`src/rtl/deserialize_if.sv`:
```
// Receive-side link bundle for deserialize: serial sda/scl in, word handshake out.
interface deserialize_if #(
    parameter int WIDTH = 8
);
    logic             scl;
    logic             sda;
    logic             iack;
    logic [WIDTH-1:0] data;
    logic             ordy;
    logic             busy;
    logic             err;
    logic             ovr;

    // Link source plus word consumer: drives the serial lines and the acknowledge.
    modport master (
        output scl, sda, iack,
        input  data, ordy, busy, err, ovr
    );

    // The deserializer itself.
    modport slave (
        input  scl, sda, iack,
        output data, ordy, busy, err, ovr
    );
endinterface

```
`src/rtl/deserialize.sv`:
```
// Serial-to-parallel receiver for the sda/scl link. scl is oversampled as data
// in the cin domain; sda is captured on each trailing scl edge, MSB first, and
// completed words are offered on data with an ordy/iack handshake.
module deserialize #(
    parameter int SCL_MODE = 1,   // 1: scl idles low; 0: scl idles high
    parameter int WIDTH    = 8,
    parameter int TIMEOUT  = 64
) (
    input  logic         cin,
    input  logic         reset_n,
    deserialize_if.slave bus
);
    localparam int CW = $clog2(WIDTH + 1);
    localparam int TW = $clog2(TIMEOUT);
    localparam logic          IDLE   = (SCL_MODE != 0) ? 1'b0 : 1'b1;
    localparam logic [CW-1:0] LAST   = CW'(WIDTH - 1);
    localparam logic [TW-1:0] TO_MAX = TW'(TIMEOUT - 1);

    // [0],[1] are the metastability stages, [2] is the edge-detect delay.
    // sda runs through the same depth so sda_q[2] lines up with scl_q[2]
    // (the last sample taken while scl was still in its pulse level).
    logic [2:0]       scl_q, sda_q;
    logic [WIDTH-1:0] shreg_q, shreg_d;
    logic [WIDTH-1:0] data_q, data_d;
    logic [CW-1:0]    cnt_q, cnt_d;
    logic [TW-1:0]    to_q, to_d;
    logic             ordy_q, ordy_d;
    logic             busy_q, busy_d;
    logic             err_q, err_d;
    logic             ovr_q, ovr_d;

    logic             te;
    logic             complete;
    logic [WIDTH-1:0] word;

    // Resynchronise the asynchronous serial lines, preset to the idle level.
    always_ff @(posedge cin or negedge reset_n) begin
        if (!reset_n) begin
            scl_q <= {3{IDLE}};
            sda_q <= {3{IDLE}};
        end else begin
            scl_q <= {scl_q[1:0], bus.scl};
            sda_q <= {sda_q[1:0], bus.sda};
        end
    end

    // Trailing edge of an scl pulse and the word it would complete.
    always_comb begin
        te       = (SCL_MODE != 0) ? (scl_q[2] & ~scl_q[1]) : (~scl_q[2] & scl_q[1]);
        word     = {shreg_q[WIDTH-2:0], sda_q[2]};
        complete = te && (cnt_q == LAST);
    end

    // Bit assembly, mid-word timeout and the output handshake.
    always_comb begin
        shreg_d = shreg_q;
        data_d  = data_q;
        cnt_d   = cnt_q;
        to_d    = to_q;
        ordy_d  = ordy_q;
        err_d   = 1'b0;
        ovr_d   = 1'b0;

        if (te) begin
            shreg_d = word;
            to_d    = '0;
            cnt_d   = complete ? '0 : cnt_q + CW'(1);
        end else if (cnt_q != '0) begin
            // Stalled mid-word: give up after TIMEOUT quiet cycles.
            if (to_q == TO_MAX) begin
                cnt_d   = '0;
                to_d    = '0;
                shreg_d = '0;
                err_d   = 1'b1;
            end else begin
                to_d = to_q + TW'(1);
            end
        end else begin
            to_d = '0;
        end

        // A word may replace the held one only when that one is taken this cycle.
        if (complete) begin
            if (!ordy_q || bus.iack) begin
                data_d = word;
                ordy_d = 1'b1;
            end else begin
                ovr_d = 1'b1;
            end
        end else if (ordy_q && bus.iack) begin
            ordy_d = 1'b0;
        end

        busy_d = (cnt_d != '0);
    end

    // Receiver state registers.
    always_ff @(posedge cin or negedge reset_n) begin
        if (!reset_n) begin
            shreg_q <= '0;
            data_q  <= '0;
            cnt_q   <= '0;
            to_q    <= '0;
            ordy_q  <= 1'b0;
            busy_q  <= 1'b0;
            err_q   <= 1'b0;
            ovr_q   <= 1'b0;
        end else begin
            shreg_q <= shreg_d;
            data_q  <= data_d;
            cnt_q   <= cnt_d;
            to_q    <= to_d;
            ordy_q  <= ordy_d;
            busy_q  <= busy_d;
            err_q   <= err_d;
            ovr_q   <= ovr_d;
        end
    end

    assign bus.data = data_q;
    assign bus.ordy = ordy_q;
    assign bus.busy = busy_q;
    assign bus.err  = err_q;
    assign bus.ovr  = ovr_q;
endmodule

```
`src/flat_wrapper.sv`:
```
// flat-port wrapper written by rule: the top's interface ports become plain ports
module deserialize_flat 
#(
    parameter int SCL_MODE = 1,                                         
    parameter int WIDTH    = 8,
    parameter int TIMEOUT  = 64
)
  (cin, reset_n, bus_scl, bus_sda, bus_iack, bus_data, bus_ordy, bus_busy, bus_err, bus_ovr);
  deserialize_if #(.WIDTH(WIDTH)) bus_i ();
  input  logic cin;
  input  logic reset_n;
  input wire logic [$bits(bus_i.scl)-1:0] bus_scl;
  input wire logic [$bits(bus_i.sda)-1:0] bus_sda;
  input wire logic [$bits(bus_i.iack)-1:0] bus_iack;
  output wire logic [$bits(bus_i.data)-1:0] bus_data;
  output wire logic [$bits(bus_i.ordy)-1:0] bus_ordy;
  output wire logic [$bits(bus_i.busy)-1:0] bus_busy;
  output wire logic [$bits(bus_i.err)-1:0] bus_err;
  output wire logic [$bits(bus_i.ovr)-1:0] bus_ovr;
  assign bus_i.scl = bus_scl;
  assign bus_i.sda = bus_sda;
  assign bus_i.iack = bus_iack;
  assign bus_data = bus_i.data;
  assign bus_ordy = bus_i.ordy;
  assign bus_busy = bus_i.busy;
  assign bus_err = bus_i.err;
  assign bus_ovr = bus_i.ovr;
  deserialize #(.SCL_MODE(SCL_MODE), .WIDTH(WIDTH), .TIMEOUT(TIMEOUT)) u_core (.cin(cin), .reset_n(reset_n), .bus(bus_i));
endmodule
```
`config.mk`:
```
export PLATFORM = sky130hd
export DESIGN_NAME = deserialize_flat
export DESIGN_NICKNAME = d
export VERILOG_FILES = /design/src/rtl/deserialize_if.sv /design/src/rtl/deserialize.sv /design/src/flat_wrapper.sv
export SDC_FILE = /design/constraint.sdc
export NUM_CORES = 1
export LEC_CHECK = 0
export ABC_CLOCK_PERIOD_IN_PS = 3100
export CORE_MARGIN = 4
export CORE_UTILIZATION = 57
export CTS_CLUSTER_SIZE = 8
export DETAILED_ROUTE_END_ITERATION = 10
export PLACE_DENSITY = 0.94
export SLEW_MARGIN = 20
export SYNTH_ARGS = -nofsm -noshare
export SYNTH_HDL_FRONTEND = slang
export SYNTH_SLANG_ARGS = --single-unit
```
`constraint.sdc`:
```
create_clock -name cin -period 3.1 [get_ports cin]
set_clock_uncertainty 0.15 [all_clocks]
set_input_delay 0.62 -clock cin [delete_from_list [all_inputs] [get_ports cin]]
set_output_delay 0.62 -clock cin [all_outputs]
set_load 0.01 [all_outputs]
```
==> results.sh <==
export IMPL_status="complete, no violations"
export IMPL_hold_worst_slack_ps=209
export IMPL_cts_root_buffer="clkbuf_4"
export IMPL_postSynthAreaPerCell_um2=13.9
export IMPL_postCtsResizedCells=0
export IMPL_crit_slowest_cell="nor2b_1"
export IMPL_fin_crit_sh_pct=74.4
export IMPL_arrival_time_at_the_worst_endpoint_ps=2350
export IMPL_drt_first_pass_iters=4
export IMPL_global_route_usage_total_pct=16.0
export IMPL_pin_count=17
export IMPL_yosysWarnings=0
export IMPL_antenna_diode_count=0
export IMPL_setup_violations=0
export IMPL_max_cap_viol_count=0
export IMPL_max_clock_path_buffers=2
export IMPL_wl_met3_um=125
export IMPL_finish_cell_count_without_fillers=150
export IMPL_fin_crit_period_ps=2310
export IMPL_most_common_layout_cells="35 x dfrtp_1, 16 x clkdlybuf4s50_1, 9 x nor2_1"
export IMPL_floorplan_die_area_mm2=0.00326
export IMPL_drt_initial_drc_count=23
export IMPL_antenna_found_initial=0
export IMPL_cts_sinks=35
export IMPL_tritoncts_clock_tree="yes"
export IMPL_die_y_um=57.1
export IMPL_crit_path_max_incr_delay_ps=650
export IMPL_grt_start_max_net_pins=36
export IMPL_wl_met2_um=1090
export IMPL_final_design_area_no_fill_mm2=0.00165
export IMPL_fmax_ghz=0.433
export IMPL_clock_insertion_delay_worst_skew_ps=330
export IMPL_rsz0062_at_grt="no"
export IMPL_most_frequent_standard_cell_in_the_layout_excluding_fill_and_tap_cells="dfrtp_1"
export IMPL_worst_supply_voltage_drop_on_vdd_uv=627
export IMPL_wl_um=2250
export IMPL_min_path_type="reg2reg"
export IMPL_cts_clk_slew_worst_paths_ps=120
export IMPL_critical_path_class="reg2reg"
export IMPL_yosysUniqueCellTypes=29
export IMPL_ant_nets=0
export IMPL_grt_overflow_total=0
export IMPL_tightestPinTransition_ps=795
export IMPL_routabilityCongestion=0.934
export IMPL_buffers_inserted_by_post_cts_timing_repair=0
export IMPL_syn_inst=99
export IMPL_drt_vias_per_instance=5.80
export IMPL_hold_buffers=0
export IMPL_via_total_after_detailed_routing=870
export IMPL_io_buffers=16
export IMPL_wl_met1_um=974
export IMPL_power_density_mw_per_mm2=761
export IMPL_wire_length_of_the_first_global_routing_pass_um=3960
export IMPL_yosys_top_cells_area="dfrtp_1 64%, mux2_2 6.6%, a22o_2 5.1%"
export IMPL_leakagePower_nw=0.773
export IMPL_post_route_drc=0
export IMPL_htreeDepth=2
export IMPL_maxUsedRoutingLayer="met4"
export IMPL_cp_end_kind="flop"
export IMPL_cts_made_buffers=5
export IMPL_dp_cells=142
export IMPL_totalNegativeSetupSlack_ps=0
export IMPL_row_count=17
export IMPL_finalHoldViolations=0
export IMPL_maxSlewViolCount=0
export IMPL_drt_wirelength_per_cell_um=15.0
export IMPL_timing_critical_path_from_type="flop"
export IMPL_initial_utilization_pct=61.0
export IMPL_area_delta_synth_final_pct=19.9
export IMPL_maxSlewHeadroom_pct=46.9
export IMPL_synth_area_mm2=0.00138
export IMPL_cp_cell_sequence="nor2b_1 > a41oi_2 > a21o_1 > or4b_4"
export IMPL_layout_cells_sized_above_1_pct=23.0
export IMPL_sum_of_net_half_perimeters_after_detailed_placement_um=1650
export IMPL_final_nets=129
export IMPL_placement_cell_area_mm2=0.00157
export IMPL_synth_sequential_area_ratio_pct=63.7
export IMPL_synth_net_count=107
export IMPL_synth_seq_cells=35
export IMPL_leading_area_contributor_after_synthesis="dfrtp_1"
export IMPL_post_layout_total_power_mw=1.26
export IMPL_first_global_vias=863
export IMPL_yosys_area_top_type_share_pct=63.7
export IMPL_critPathRequiredTime_ps=3150
export IMPL_core_area_mm2=0.00225
export IMPL_die_width_um=57.1
export IMPL_critPathMaxFanout=12
==> area by class of cell <==
cell class              count  area (µm²)
well taps                  28        35.0
clock buffers               5        37.5
flip-flops and latches     35         876
fillers                   171         606
clock inverters             3        43.8
inverters                   3        11.3
multi-input cells          59         478
repair buffers             17         168
==> critical path: cells and delay by family, from the launching register on <==
family,cells,cell delay [ps]
simple gates,2,1150
compound gates,2,490
flops,1,380
==> final timing paths <==
check / start / to / slack (ps) / cells after the start
worst max register to register: u_core.scl_q[2] / u_core.bus.busy / 790 / 4
min in group asynchronous: reset_n / u_core.to_q[1] / 530 / 2
max in group asynchronous: reset_n / u_core.bus.data[0] / 1950 / 2
worst min register to register: u_core.scl_q[0] / u_core.scl_q[1] / 210 / 0
worst max-delay path: u_core.scl_q[2] / u_core.bus.busy / 790 / 4
worst min-delay path: u_core.scl_q[0] / u_core.scl_q[1] / 210 / 0
==> power by group <==
part | internal (mW) | total [mW] | switching (mW)
combinational | 0.179 | 0.309 | 0.130
sequential | 0.556 | 0.628 | 0.0716
clock | 0.170 | 0.318 | 0.149
total | 0.905 | 1.26 | 0.350
==> sequential cells by signal (all words and copies together) (netlist names), 3 cells and up <==
name / count
u_core.to_q: 6
u_core.shreg_q: 7
u_core.scl_q: 3
u_core.bus.data: 8
u_core.sda_q: 3
u_core.cnt_q: 4
==> synthesized netlist by cell type, drive strengths merged <==
cell type and n:
dfrtp 35, mux2 9, nor2 9, a22o 7
and3 4, nand2 4, nand3 4, ha 3
inv 3, xnor2 3, buf 2, nand2b 2
a21o 1, a311o 1, a31o 1, a41oi 1
and3b 1, nand3b 1, nand4 1, nor2b 1
nor3 1, nor4 1, o21ai 1, or3b 1
or4b 1, xor2 1
==> per-layer routing <==
layer	vias up	GRT usage [%]
li1	398	-
met4	0	7.62
met5	-	0
met2	30	25.9
met1	433	19.5
met3	9	4.98
==> cell families (layout without fill, tap and decap cells) <==
family | count (synthesis) | count (layout) | share of synthesized area, %
muxes | 9 | 9 | 7.37
DFF | 35 | 35 | 63.7
AOI/OAI and AO/OA | 12 | 12 | 8.55
and+or+nand+nor | 31 | 31 | 13.6
buffers and inverters | 5 | 28 | 1.55
adders and majority gates | 3 | 3 | 2.73
xor gates and xnor gates | 4 | 4 | 2.55
==> metrics by stage <==
| step | setup WS (ps) | util, % |
|---|---|---|
| CTS | 814 | 73.1 |
| global route | 688 | 73.1 |
| detailed placement | 819 | 69.5 |
| finish | 793 | 73.1 |
| global placement | 861 | 69.5 |
| floorplan | 1090 | - |
Note: power is estimated with default switching activity, not from simulation.
